File: config.mk
export PLATFORM = sky130hd
export DESIGN_NAME = fe_pipe_ctrl
export DESIGN_NICKNAME = d
export VERILOG_FILES = /design/src/rtl/fe_ctrl_pkg.sv /design/src/rtl/fe_ctrl_cnt.sv /design/src/rtl/fe_pipe_ctrl.sv
export SDC_FILE = /design/constraint.sdc
export NUM_CORES = 1
export LEC_CHECK = 0
export BUFFER_PORTS_ARGS = -buffer_cell sky130_fd_sc_hd__buf_2
export CORE_MARGIN = 2
export CORE_UTILIZATION = 45
export CTS_BUF_LIST = sky130_fd_sc_hd__clkbuf_16
export DETAILED_ROUTE_END_ITERATION = 7
export PLACE_DENSITY = 0.76
export SLEW_MARGIN = 20
export SYNTH_ARGS = -nofsm -noshare
export SYNTH_HDL_FRONTEND = slang
export SYNTH_SLANG_ARGS = --single-unit
File: constraint.sdc
create_clock -name clk -period 3.1 [get_ports clk]
set_input_delay 0.31 -clock clk [delete_from_list [all_inputs] [get_ports clk]]
set_output_delay 0.31 -clock clk [all_outputs]
set_load 0.1 [all_outputs]
File: src/rtl/fe_ctrl_pkg.sv
// Shared encodings and defaults for the fetch/decode pipeline controller.
package fe_ctrl_pkg;

  typedef enum logic [1:0] {
    ST_WARM  = 2'd0,
    ST_RUN   = 2'd1,
    ST_FLUSH = 2'd2,
    ST_DRAIN = 2'd3
  } fe_state_e;

  typedef enum logic [1:0] {
    CAUSE_NONE    = 2'd0,
    CAUSE_FLUSH   = 2'd1,
    CAUSE_MISPRED = 2'd2,
    CAUSE_TRAP    = 2'd3
  } fe_cause_e;

  localparam int DEF_WARMUP_CYCLES = 10;
  localparam int DEF_FLUSH_DRAIN   = 2;
  localparam int DEF_CNT_W         = 4;

endpackage

File: src/rtl/fe_ctrl_cnt.sv
// Loadable up/down counter shared by warm-up (counts up) and drain (counts down).
module fe_ctrl_cnt #(
  parameter int CNT_W = 4
) (
  input  logic             clk,
  input  logic             rst,
  input  logic             load,
  input  logic [CNT_W-1:0] load_val,
  input  logic             inc,
  input  logic             dec,
  output logic [CNT_W-1:0] cnt
);

  // load beats inc beats dec; only one is ever requested per state
  always_ff @(posedge clk or posedge rst) begin
    if (rst)       cnt <= '0;
    else if (load) cnt <= load_val;
    else if (inc)  cnt <= cnt + 1'b1;
    else if (dec)  cnt <= cnt - 1'b1;
  end

endmodule

File: src/rtl/fe_pipe_ctrl.sv
// Fetch/decode pipeline controller: merges stall/flush sources into the
// fetch-to-decode register controls, sequences flush recovery and gates the BTB.
module fe_pipe_ctrl
  import fe_ctrl_pkg::*;
#(
  parameter int WARMUP_CYCLES = DEF_WARMUP_CYCLES,
  parameter int FLUSH_DRAIN   = DEF_FLUSH_DRAIN,
  parameter int CNT_W         = DEF_CNT_W
) (
  input  logic       clk,
  input  logic       cpurst,
  input  logic       de_stall,
  input  logic       de_store_load_conflict,
  input  logic       exe_store_load_conflict,
  input  logic       readram_stall,
  input  logic       mem_stall,
  input  logic       mult_stall,
  input  logic       fet_flush,
  input  logic       branch_predict_err,
  input  logic       mem2wb_exp_ffout,
  input  logic       interrupt,
  input  logic       cross_bd_ff,
  input  logic       de2fe_branch,
  input  logic       de2ex_inst_valid,
  output logic       fet_stall,
  output logic       fe2de_ctl_en,
  output logic       fe2de_data_en,
  output logic       fe2de_bubble,
  output logic       pc_redirect,
  output logic [1:0] redirect_cause,
  output logic       trap_pending,
  output logic       btb_valid,
  output logic       btb_wr,
  output logic [1:0] ctrl_state
);

  localparam logic [CNT_W-1:0] WARM_LAST = CNT_W'(WARMUP_CYCLES - 1);
  localparam logic [CNT_W-1:0] DRAIN_LD  = CNT_W'(FLUSH_DRAIN);

  fe_state_e        state;
  fe_cause_e        evt_cause;
  logic [CNT_W-1:0] cnt;
  logic             in_run, in_rcv, trap, flush_evt, retrap, enter_flush, btb_armed;

  assign fet_stall = de_stall | de_store_load_conflict | exe_store_load_conflict |
                     readram_stall | mem_stall | mult_stall;

  // a pending interrupt waits for an unstalled cycle; a writeback exception does not
  assign trap        = mem2wb_exp_ffout | (trap_pending & ~fet_stall);
  assign in_run      = (state == ST_RUN);
  assign in_rcv      = (state == ST_FLUSH) | (state == ST_DRAIN);
  assign flush_evt   = in_run & (trap | branch_predict_err | fet_flush);
  // during recovery only a trap matters; mispredict/flush refer to squashed work
  assign retrap      = in_rcv & trap;
  assign enter_flush = flush_evt | retrap;
  assign evt_cause   = trap ? CAUSE_TRAP : (branch_predict_err ? CAUSE_MISPRED : CAUSE_FLUSH);

  assign fe2de_ctl_en  = in_run & ~de_stall & ~de_store_load_conflict;
  assign fe2de_data_en = fe2de_ctl_en & ~fet_stall;
  assign fe2de_bubble  = in_run ? (flush_evt | (cross_bd_ff & ~de_stall)) : 1'b1;
  assign btb_wr        = btb_armed & de2ex_inst_valid & btb_valid;
  assign ctrl_state    = state;

  fe_ctrl_cnt #(.CNT_W(CNT_W)) u_cnt (
    .clk      (clk),
    .rst      (cpurst),
    .load     (state == ST_FLUSH),
    .load_val (DRAIN_LD),
    .inc      (state == ST_WARM),
    .dec      (state == ST_DRAIN),
    .cnt      (cnt)
  );

  // main sequencer; redirect pulse and cause are registered on entry to FLUSH
  always_ff @(posedge clk or posedge cpurst) begin
    if (cpurst) begin
      state          <= ST_WARM;
      btb_valid      <= 1'b0;
      pc_redirect    <= 1'b0;
      redirect_cause <= CAUSE_NONE;
    end else begin
      pc_redirect    <= 1'b0;
      redirect_cause <= CAUSE_NONE;
      case (state)
        ST_WARM: if (cnt == WARM_LAST) begin
          state     <= ST_RUN;
          btb_valid <= 1'b1;
        end
        ST_RUN: if (flush_evt) begin
          state          <= ST_FLUSH;
          pc_redirect    <= 1'b1;
          redirect_cause <= evt_cause;
        end
        ST_FLUSH: if (trap) begin
          pc_redirect    <= 1'b1;
          redirect_cause <= CAUSE_TRAP;
        end else begin
          state <= (FLUSH_DRAIN == 0) ? ST_RUN : ST_DRAIN;
        end
        ST_DRAIN: if (trap) begin
          state          <= ST_FLUSH;
          pc_redirect    <= 1'b1;
          redirect_cause <= CAUSE_TRAP;
        end else if (cnt == CNT_W'(1)) begin
          state <= ST_RUN;
        end
        default: state <= ST_WARM;
      endcase
    end
  end

  // interrupt latch; a new request in the taking cycle keeps it pending
  always_ff @(posedge clk or posedge cpurst) begin
    if (cpurst)                              trap_pending <= 1'b0;
    else if (interrupt)                      trap_pending <= 1'b1;
    else if (trap && (state != ST_WARM))     trap_pending <= 1'b0;
  end

  // BTB capture arm: set by a resolved branch, dropped after one capture or a flush
  always_ff @(posedge clk or posedge cpurst) begin
    if (cpurst)                         btb_armed <= 1'b0;
    else if (enter_flush || btb_wr)     btb_armed <= 1'b0;
    else if (de2fe_branch && in_run)    btb_armed <= 1'b1;
  end

endmodule

Word-level counts from Yosys, hierarchy flattened

Cells that the tools add are included.

Register bits: 12
Word-level logic and storage cells: 74
Output and inout port bits: 12
Input bits: 15

Mux-type cells: 22
Equal/unequal tests: 9
Bitwise gates (word level): 23
Reduce and logical (&&, ||, !) cells: 11
Add/subtract/negate cells: 2

Operators by type and width:

| operator                                         | count |
|---|---|
| two-way mux 2 bit                                | 9 |
| two-way mux 4 bit                                | 3 |
| bitwise OR 1 bit                                 | 11 |
| bitwise AND 1 bit                                | 9 |
| case mux 2 bit (4 select lines)                  | 1 |
| two-way mux 1 bit                                | 7 |
| nonzero test 2 bit                               | 3 |
| adder 4 x 1 -> 4 bit, second input constant      | 1 |
| == test 2 bit, second input constant             | 2 |
| == test 4 x 1 -> 1 bit, second input constant    | 1 |
| == test 4 bit, second input constant             | 1 |
| != test 2 bit, second input constant             | 2 |
| case mux 2 bit (2 select lines)                  | 1 |
| AND reduction 4 bit                              | 1 |
| subtractor 4 x 1 -> 4 bit, second input constant | 1 |
| != test 3 bit, second input constant             | 1 |
| inverter 1 bit                                   | 3 |
| nonzero test 3 bit                               | 1 |
| == test 2 x 1 -> 1 bit, second input constant    | 1 |
| logical AND 1 bit                                | 2 |
| logical NOT 2 bit                                | 1 |
| != test 2 x 1 -> 1 bit, second input constant    | 1 |
| case mux 1 bit (2 select lines)                  | 1 |
| AND reduction 2 bit                              | 1 |
| 2 further kinds                                  | 2 |

Logic depth before layout (Yosys ltp)

Gate-level depths: netlist of the first run.

Depth in word-level cells: 14
Depth in mapped cells: 5
Depth with buffers taken out: 5

Modules after synthesis

Synthesis of the first run repeated with hierarchy kept, for this count alone.

Cells, all modules: 80
Area, all modules: 770.7 um^2

By module, submodules not included:

| module       | area an instance (um^2) | instances | cells an instance | sequential area each (um^2) |
|---|---|---|---|---|
| fe_pipe_ctrl | 473.0                   | 1         | 49                | 200.2 |
| fe_ctrl_cnt  | 297.8                   | 1         | 31                | 100.1 |

Least setup slack after synthesis of the first run

OpenSTA, ideal clock, no wires.

Path type: reg2out
Start point: register state[0], in the netlist ctrl_state[0]
End point: output port fe2de_ctl_en
Slack: -0.613 ns
Data required time: 2.790 ns
Stages on the path, launching flop included: 4
Path buffers: 1
Data arrival time: 3.403 ns
Cell sequence: dfrtp_1 buf_2 nand2b_1 nor3_1

Longest elaborated chain between the ends: 3

Ends and longest elaborated chain:

| element                        | line               | source |
|---|---|---|
| start: declaration             | fe_pipe_ctrl.sv:40 | `fe_state_e state;` |
| start signal: assignment       | fe_pipe_ctrl.sv:98 | `state <= (FLUSH_DRAIN == 0) ? ST_RUN : ST_DRAIN;` |
| == test 2 x 1 -> 1 bit         | fe_pipe_ctrl.sv:50 | `assign in_run = (state == ST_RUN);` |
| bitwise AND 1 bit (2 in a row) | fe_pipe_ctrl.sv:58 | `assign fe2de_ctl_en = in_run & ~de_stall & ~de_store_load_conflict;` |
| end: declaration               | fe_pipe_ctrl.sv:26 | `output logic fe2de_ctl_en,` |

Every way passes these cells.

Worst setup path after layout of the first run

Start point: register state[1], in the netlist ctrl_state[1]
End point: output port fe2de_ctl_en

The elaborated chain is that of the path after synthesis.

==> metrics.cfg, run 1 <==
[routing]
post_drt_wl_per_cell_um = 14.0
firstDrtPassIters = 5
via_per_inst = 5.73
drt_iter0_drc = 21
routed_wirelength_um = 1700
drcViolationCount = 0
ant_nets = 0
num_vias = 693

[synthesis]
yosysUniqueCellTypes = 31
synth_common_cells = 12 x dfrtp_1, 9 x nor2_1, 6 x a21oi_1, 6 x inv_1
syn_avg_cell_area_sq_um = 9.49
yosys.area.top_type = dfrtp_1
synth_seq_cells = 12
syn_area_sq_um = 731
yosysMostFrequentCell = dfrtp_1
synth_top_area_share = 0.411
syn_nets = 95
synth.area.top_cells = dfrtp_1 41%, ha_1 5.1%, nor2_1 4.6%
synth-async-reset-ratio = 1.00
synth_edf_count = 0
syn-instance-count = 77
synth_ff_type = dfrtp_1
yosysWarningCount = 0
yosysSeqAreaShare = 0.411

[cts]
cts_tree = yes
ctsResizeCount = 0
clk_pin_slew_worst_paths_ns = 0.05
cts_root_buf = clkbuf_16
cts_made_buffers = 3
ctsHtreeMaxLevel = 1
cts_buffer_depth = 2
clk_latency_ns = 0.24
clock-sinks = 12
cts.hold.buffers_added = 0
cts_setup_buffers = 0

[setup_path]
reg2reg_to = btb_armed
crit_path_start_kind = flip-flop
crit_slowest_cell = dfrtp_1
end_kind = output pin
critPathArrivalTime_ns = 1.69
cp_slowest_stage_delay_ns = 0.52
path_max_fanout = 15
worstSetupPathType = reg2out
regToRegSetupSlack_ns = 1.63
path_cells = nand2b_1 -> nor3_2 -> buf_2
r2r-start = ctrl_state[1]
cpLargestDelayFamily = flip-flops
worstPathRequired_ns = 2.79
r2r_cells = 3
timing.critical_path.buf_inv = 1

[pwr]
p_seq_frac = 0.327
power_leakage_nw = 0.485
intPower_mw = 0.449
power_density_nw_per_um2 = 787
irDropWorstVdd_mv = 0.428
netSwitchingPower_mw = 0.304
swShare = 0.404
combPwrFrac = 0.356
clock_power_share = 0.317

[outcome]
status = finished, final reports clean

[cells_and_area]
n_antenna_cell = 0
post_route_cells_drive_above_1_share = 0.352
synthToLayoutAreaGrowth_pct = 31.0
final_nets = 124
utilization = 0.635

[grt]
grt_max_degree = 16
antenna_found_initial = 0
grt_pass1_vias = 626
grt_overflow = 0
grt_pass1_wl_um = 2840
grt.total_usage = 0.202

[floorplanning]
die_x_um = 44.3
io_pins = 27
die-height_um = 44.3
rows = 14
design.core.area_sq_um = 1510
initial_core_util = 0.485
dieArea_sq_um = 1960

[placement]
io_buffers = 26
dp_hpwl_um = 1260
pre_cts_slack_ns = 1.15
gp_congestion = 0.899

[min_path]
min_path_type = in2async

[sta]
rsz0062_at_grt = false
fmax_mhz = 501
fin_tns_setup_ns = 0
fin_crit_ns = 2.00
drv_slew = 0
worst_pin_slew_ns = 0.486
slew_headroom = 0.678
skew_ns = 0.00558
timing.final.crit_share = 0.644
worst_slack_ns = 1.10
hold_viol_final = 0
setup_viol = 0

[flow_run]
max_cap_violations = 0

sequential cells by signal (all words and copies together) (netlist names):
signal          count
btb_valid           1
pc_redirect         1
redirect_cause      2
btb_armed           1
u_cnt.cnt           4
trap_pending        1
ctrl_state          2
kinds of logic after synthesis:
| family | count (synthesis) | synth area share |
|---|---|---|
| buffers and inverters | 8 | 0.0445 |
| adders and majority gates | 3 | 0.0514 |
| DFF | 12 | 0.411 |
| and+or+nand+nor | 28 | 0.228 |
| AOI/OAI and AO/OA | 26 | 0.265 |
routing by layer:
metal,share of wire,wire [um],vias to the layer above,global-route usage
met5,0,0,-,0
met4,0.0094,16,0,0.0727
li1,-,-,344,-
met3,0.054,91,2,0.0367
met1,0.44,741,324,0.279
met2,0.50,846,23,0.318
power by group through the flow:
stage                     Combinational, mW  Clock, mW  Sequential, mW
after floorplan                       0.130          0           0.326
after global routing                  0.292      0.251           0.256
after detailed placement              0.267          0           0.248
after global placement                0.261          0           0.246
final                                 0.268      0.239           0.246
after CTS                             0.269      0.241           0.246
worst reg2reg max path: stages, from the launching register on:
cell and delay [ns]:
dfrtp_1 0.59, o21ba_2 0.22, a311oi_1 0.41, o211a_1 0.19
how the worst max path moves through the flow:
stage / start / to / slack (ns) / depth (start not counted)
4_1_cts: ctrl_state[1] / fe2de_ctl_en / 1.08 / 3
5_1_grt: ctrl_state[1] / fe2de_ctl_en / 0.97 / 3
3_3_place_gp: de_stall / fe2de_bubble / 1.19 / 5
3_5_place_dp: de_stall / fe2de_bubble / 1.15 / 5
6_report: ctrl_state[1] / fe2de_ctl_en / 1.10 / 3
2_1_floorplan: ctrl_state[0] / fe2de_ctl_en / 0.22 / 3
cell type report:
class	instances	area [sq um]
timing repair buffer	26	130
inverter	6	22.5
clock inverter	1	3.75
clock buffer	3	75.1
tap	16	20.0
fill	135	549
sequential	12	300
multi-input combinational	57	405
cells in the final DEF (no fill, tap or decap), drive strengths merged, types with 2 or more instances in the layout:
cell type / synthesis / final
buf: 2 / 26
dfrtp: 12 / 12
nor2: 10 / 10
inv: 6 / 6
a21oi: 6 / 6
nand2b: 4 / 4
o21ai: 4 / 4
nand2: 3 / 3
a311oi: 3 / 3
and3b: 3 / 3
ha: 3 / 3
clkbuf: 0 / 3
nand3: 2 / 2
a221oi: 2 / 2
a211oi: 2 / 2
stage by stage:
step,hold slack [ns],power [mW],cells,instance area [sq um]
after floorplan,0.175,0.455,77,738
after global placement,0.342,0.506,117,878
after detailed placement,0.350,0.515,117,878
after CTS,0.0908,0.756,121,957
after global routing,0.137,0.799,121,957
final,0.0695,0.753,121,957
No activity file was read; power rests on OpenSTA's default activity.
==> inputs of run 2 (changes only) <==
- CORE_UTILIZATION: 45 -> 42
- PLACE_DENSITY: 0.76 -> 0.74
- clock period: 3.1 -> 1.7 ns (I/O delays scaled with it)
==> metrics.cfg, run 2 (synthesis gave the netlist of run 1 again) <==
[cts]
cts_tree = yes
clk_latency_ns = 0.24
clock-sinks = 12
cts_made_buffers = 3
cts_setup_buffers = 0
cts_buffer_depth = 2
clk_pin_slew_worst_paths_ns = 0.04
ctsHtreeMaxLevel = 1
cts_root_buf = clkbuf_16

[setup_path]
r2r_cells = 3
worstSetupPathType = reg2out
regToRegSetupSlack_ns = 0.25
worstPathRequired_ns = 1.53
path_max_fanout = 15
r2r-start = ctrl_state[1]
crit_path_start_kind = flip-flop
critPathArrivalTime_ns = 1.43
reg2reg_to = ctrl_state[1]
end_kind = output pin

[placement]
io_buffers = 26
gp_congestion = 0.769
placed_cell_area_sq_um = 993
dp_hpwl_um = 1270
pre_cts_slack_ns = 0.278

[grt]
grt_overflow = 0
met2_usage = 0.287
grt_pass1_vias = 645
grt.total_usage = 0.186
grt_most_used_layer = met2
grt_pass1_wl_um = 2750
grt_max_degree = 16
met1_usage = 0.244
met3_usage = 0.0595
antenna_found_initial = 0

[cells_and_area]
multiInputGateArea_sq_um = 449
n_antenna_cell = 0
largest-register = u_cnt.cnt
synthToLayoutAreaGrowth_pct = 48.1
fill_cells = 147
post_route_cells_drive_above_1_share = 0.426
finalInstanceArea_sq_um = 1080
final_cell_mix = 23 x buf_2, 8 x nor2_1, 8 x dfrtp_1, 7 x inv_1, 6 x a21oi_1
mostFrequentLayoutCell = buf_2
seqCellArea_sq_um = 310
largest_register_ffs = 4
final_nets = 127

[floorplanning]
initial_core_util = 0.433
dieArea_sq_um = 2090
die_x_um = 45.7
die-height_um = 45.7
rows = 15
design.core.area_sq_um = 1690
io_pins = 27

[sta]
worst_pin_slew_ns = 0.491
timing.final.crit_share = 0.941
worst_slack_ns = 0.100
fmax_mhz = 625
slew_headroom = 0.675
setup_viol = 0
hold_viol_final = 0
fin_crit_ns = 1.60
rsz0062_at_grt = false
skew_ns = 0.00176
drv_slew = 0

[routing]
routed_wirelength_um = 1700
num_vias = 710
via_per_inst = 5.68
ant_nets = 0
drcViolationCount = 0
post_drt_wl_per_cell_um = 13.6
drt_iter0_drc = 23
firstDrtPassIters = 4

[min_path]
hold_depth = 3
worstHoldStart = interrupt
min_path_type = in2reg
whs_endpoint = trap_pending

[pwr]
irDropWorstVdd_mv = 1.07
power_leakage_nw = 0.540
power_density_nw_per_um2 = 1290

[outcome]
status = finished, final reports clean

[flow_run]
max_cap_violations = 0

## run 2: cell types whose count changed in the layout (fill, tap and decap cells not counted), moves of 2 or more
cell | previous run | this run
dfrtp_2 | 0 | 2
dfrtp_4 | 0 | 2
buf_12 | 0 | 3
buf_2 | 26 | 23
dfrtp_1 | 12 | 8
buf_4 | 0 | 2
## run 2: power breakdown
part | switching [mW] | internal [mW] | leakage, nW | total (mW)
Clock | 0.118 | 0.309 | 0.0423 | 0.427
Sequential | 0.103 | 0.360 | 0.140 | 0.463
Combinational | 0.340 | 0.165 | 0.358 | 0.505
Total | 0.561 | 0.835 | 0.540 | 1.40
## run 2: worst max path at each step
stage / cells past startpoint / slack (ns) / startpoint / to
floorplan: 3 / -0.24 / ctrl_state[1] / fe2de_ctl_en
global placement: 3 / 0.31 / ctrl_state[1] / ctrl_state[1]
detailed placement: 3 / 0.28 / ctrl_state[1] / ctrl_state[1]
CTS: 3 / 0.09 / ctrl_state[1] / fe2de_bubble
global route: 3 / 0.04 / ctrl_state[1] / fe2de_bubble
finish: 3 / 0.1 / ctrl_state[1] / fe2de_bubble
## run 2: layer usage
metal | vias to the layer above | routed length, um
met5 | - | 0
met4 | 0 | 0
met3 | 0 | 80
met2 | 21 | 893
met1 | 341 | 729
li1 | 348 | -
## run 2: per-stage QoR
| step | TNS [ns] | std cells | hold slack, ns | util | total power, mW |
|---|---|---|---|---|---|
| after global placement | 0 | 120 | 0.204 | 0.588 | 0.947 |
| after detailed placement | 0 | 120 | 0.209 | 0.588 | 0.965 |
| after global routing | 0 | 125 | 0.218 | 0.641 | 1.48 |
| after floorplan | -0.240 | 77 | 0.0346 | - | 0.854 |
| final | 0 | 125 | 0.186 | 0.641 | 1.40 |
| after CTS | 0 | 125 | 0.186 | 0.641 | 1.41 |
## run 2: final cells by class
type                            instances  share of cell area
Sequential cell                        12               0.287
Inverter                                6              0.0208
Timing Repair Buffer                   29               0.185
Tap cell                               17              0.0197
Clock inverter                          1             0.00347
Multi-Input combinational cell         57               0.415
Clock buffer                            3              0.0694
## run 2: critical path, cell delays in order, from the launching register on
cell and delay, ns:
dfrtp_4 0.54, nor2b_1 0.28, o2111ai_4 0.17, buf_12 0.20
## run 2: repair_timing
item | CTS | global route
hold endpoints to repair | 12 | 0
hold buffers | 1 | 0
resized for setup | 0 | 0
==> inputs of run 3 (changes only) <==
- CELL_PAD_IN_SITES_DETAIL_PLACEMENT: default -> 0
- CELL_PAD_IN_SITES_GLOBAL_PLACEMENT: default -> 2
- CORE_UTILIZATION: 42 -> 27
- PLACE_DENSITY: 0.74 -> 0.78
- clock period: 1.7 -> 1.6 ns (I/O delays scaled with it)
==> metrics.cfg, run 3 (synthesis gave the netlist of run 1 again) <==
[outcome]
status = finished, final reports clean

[flow_run]
max_cap_violations = 0

[placement]
gp_congestion = 0.746
dp_hpwl_um = 1420
io_buffers = 26
placed_cell_area_sq_um = 1010
pre_cts_slack_ns = 0.147

[min_path]
min_path_type = in2reg

[grt]
grt_max_degree = 16
grt_overflow = 0
antenna_found_initial = 0
grt_pass1_vias = 680
grt.total_usage = 0.126
grt_pass1_wl_um = 3120

[cts]
clock-sinks = 12
clk_latency_ns = 0.24
cts_tree = yes
cts_made_buffers = 3
clk_pin_slew_worst_paths_ns = 0.04
cts_root_buf = clkbuf_16
ctsHtreeMaxLevel = 1
cts_buffer_depth = 2

[cells_and_area]
fill_cells = 257
final_cell_mix = 23 x buf_2, 8 x nor2_1, 8 x dfrtp_1, 7 x inv_1, 6 x a21oi_1
synthToLayoutAreaGrowth_pct = 52.9
finalInstanceArea_sq_um = 1120
n_antenna_cell = 0
largest-register = u_cnt.cnt
mostFrequentLayoutCell = buf_2
final_nets = 128
largest_register_ffs = 4
post_route_cells_drive_above_1_share = 0.440

[sta]
slew_headroom = 0.675
fin_crit_ns = 1.51
skew_ns = 0.00350
fin_tns_setup_ns = 0
fmax_mhz = 661
worst_slack_ns = 0.0876
hold_viol_final = 0
drv_slew = 0
timing.final.crit_share = 0.945
setup_viol = 0
worst_pin_slew_ns = 0.491
rsz0062_at_grt = false

[pwr]
power_leakage_nw = 0.546
irDropWorstVdd_mv = 0.871
power_density_nw_per_um2 = 1340

[setup_path]
worstSetupPathType = reg2out
path_max_fanout = 8
worstPathRequired_ns = 1.44
critPathArrivalTime_ns = 1.35
end_kind = output pin
crit_path_start_kind = flip-flop

[floorplanning]
initial_core_util = 0.290
io_pins = 27
rows = 18
design.core.area_sq_um = 2520
die-height_um = 56.0
die_x_um = 56.0
dieArea_sq_um = 3140

[routing]
routed_wirelength_um = 1870
ant_nets = 0
post_drt_wl_per_cell_um = 13.4
firstDrtPassIters = 4
num_vias = 683
drt_iter0_drc = 13
via_per_inst = 4.91
drcViolationCount = 0

run 3: changes by cell type in the layout (fill, tap and decap cells not counted):
cell / previous run / this run
buf_4: 2 / 3
a31oi_4: 0 / 1
nor2b_1: 1 / 0
a31oi_2: 1 / 0
nor2b_2: 0 / 1
run 3: what timing repair did:
item,4_1_cts,5_1_grt
buffers inserted,0,1
hold buffers,1,0
gates resized for setup,0,2
endpoints found under the hold margin,12,0
setup endpoints to repair,0,2
run 3: through the flow:
| stage | hold WS (ns) | util | power [mW] | cells |
|---|---|---|---|---|
| after global routing | 0.186 | 0.443 | 1.59 | 139 |
| after detailed placement | 0.205 | 0.400 | 1.03 | 133 |
| final | 0.185 | 0.443 | 1.50 | 139 |
| after CTS | 0.182 | 0.436 | 1.50 | 138 |
| after global placement | 0.209 | 0.400 | 1.02 | 133 |
| after floorplan | 0.0246 | - | 0.907 | 77 |
run 3: per-layer routing:
| metal | GRT usage | up-vias | part of all wire | routed length, um |
|---|---|---|---|---|
| li1 | - | 350 | - | - |
| met1 | 0.164 | 310 | 0.43 | 806 |
| met2 | 0.202 | 21 | 0.51 | 944 |
| met3 | 0.0465 | 2 | 0.058 | 108 |
| met4 | 0.0204 | 0 | 0.0027 | 5 |
| met5 | 0 | - | 0 | 0 |
run 3: final timing paths:
check	startpoint	end	slack, ns	cells after the start
hold / removal	interrupt	trap_pending	0.18	3
setup / recovery	ctrl_state[1]	fe2de_ctl_en	0.09	3
hold reg to reg	btb_valid	btb_valid	0.49	1
max in group asynchronous	cpurst	ctrl_state[1]	0.75	3
setup reg to reg	ctrl_state[1]	ctrl_state[1]	0.18	3
min in group asynchronous	cpurst	u_cnt.cnt[2]	0.48	3
run 3: critical path, stage by stage (launching register included):
cell	delay, ns
dfrtp_4	0.51
nand2b_4	0.20
nor3_4	0.21
buf_12	0.20
run 3: report_power, final:
| group | internal, mW | switching [mW] | leakage, nW |
|---|---|---|---|
| Clock | 0.328 | 0.121 | 0.0423 |
| Sequential | 0.383 | 0.100 | 0.140 |
| Combinational | 0.185 | 0.380 | 0.364 |
| Total | 0.896 | 0.602 | 0.546 |
run 3: final cells by class:
| cell class | instances | area (sq um) | share of cell area |
|---|---|---|---|
| clock inverters | 1 | 3.75 | 0.00336 |
| flip-flops and latches | 12 | 310 | 0.278 |
| inverters | 6 | 22.5 | 0.0202 |
| well taps | 30 | 37.5 | 0.0336 |
| clock buffers | 3 | 75.1 | 0.0672 |
| multi-input cells | 57 | 460 | 0.412 |
| repair buffers | 30 | 208 | 0.186 |
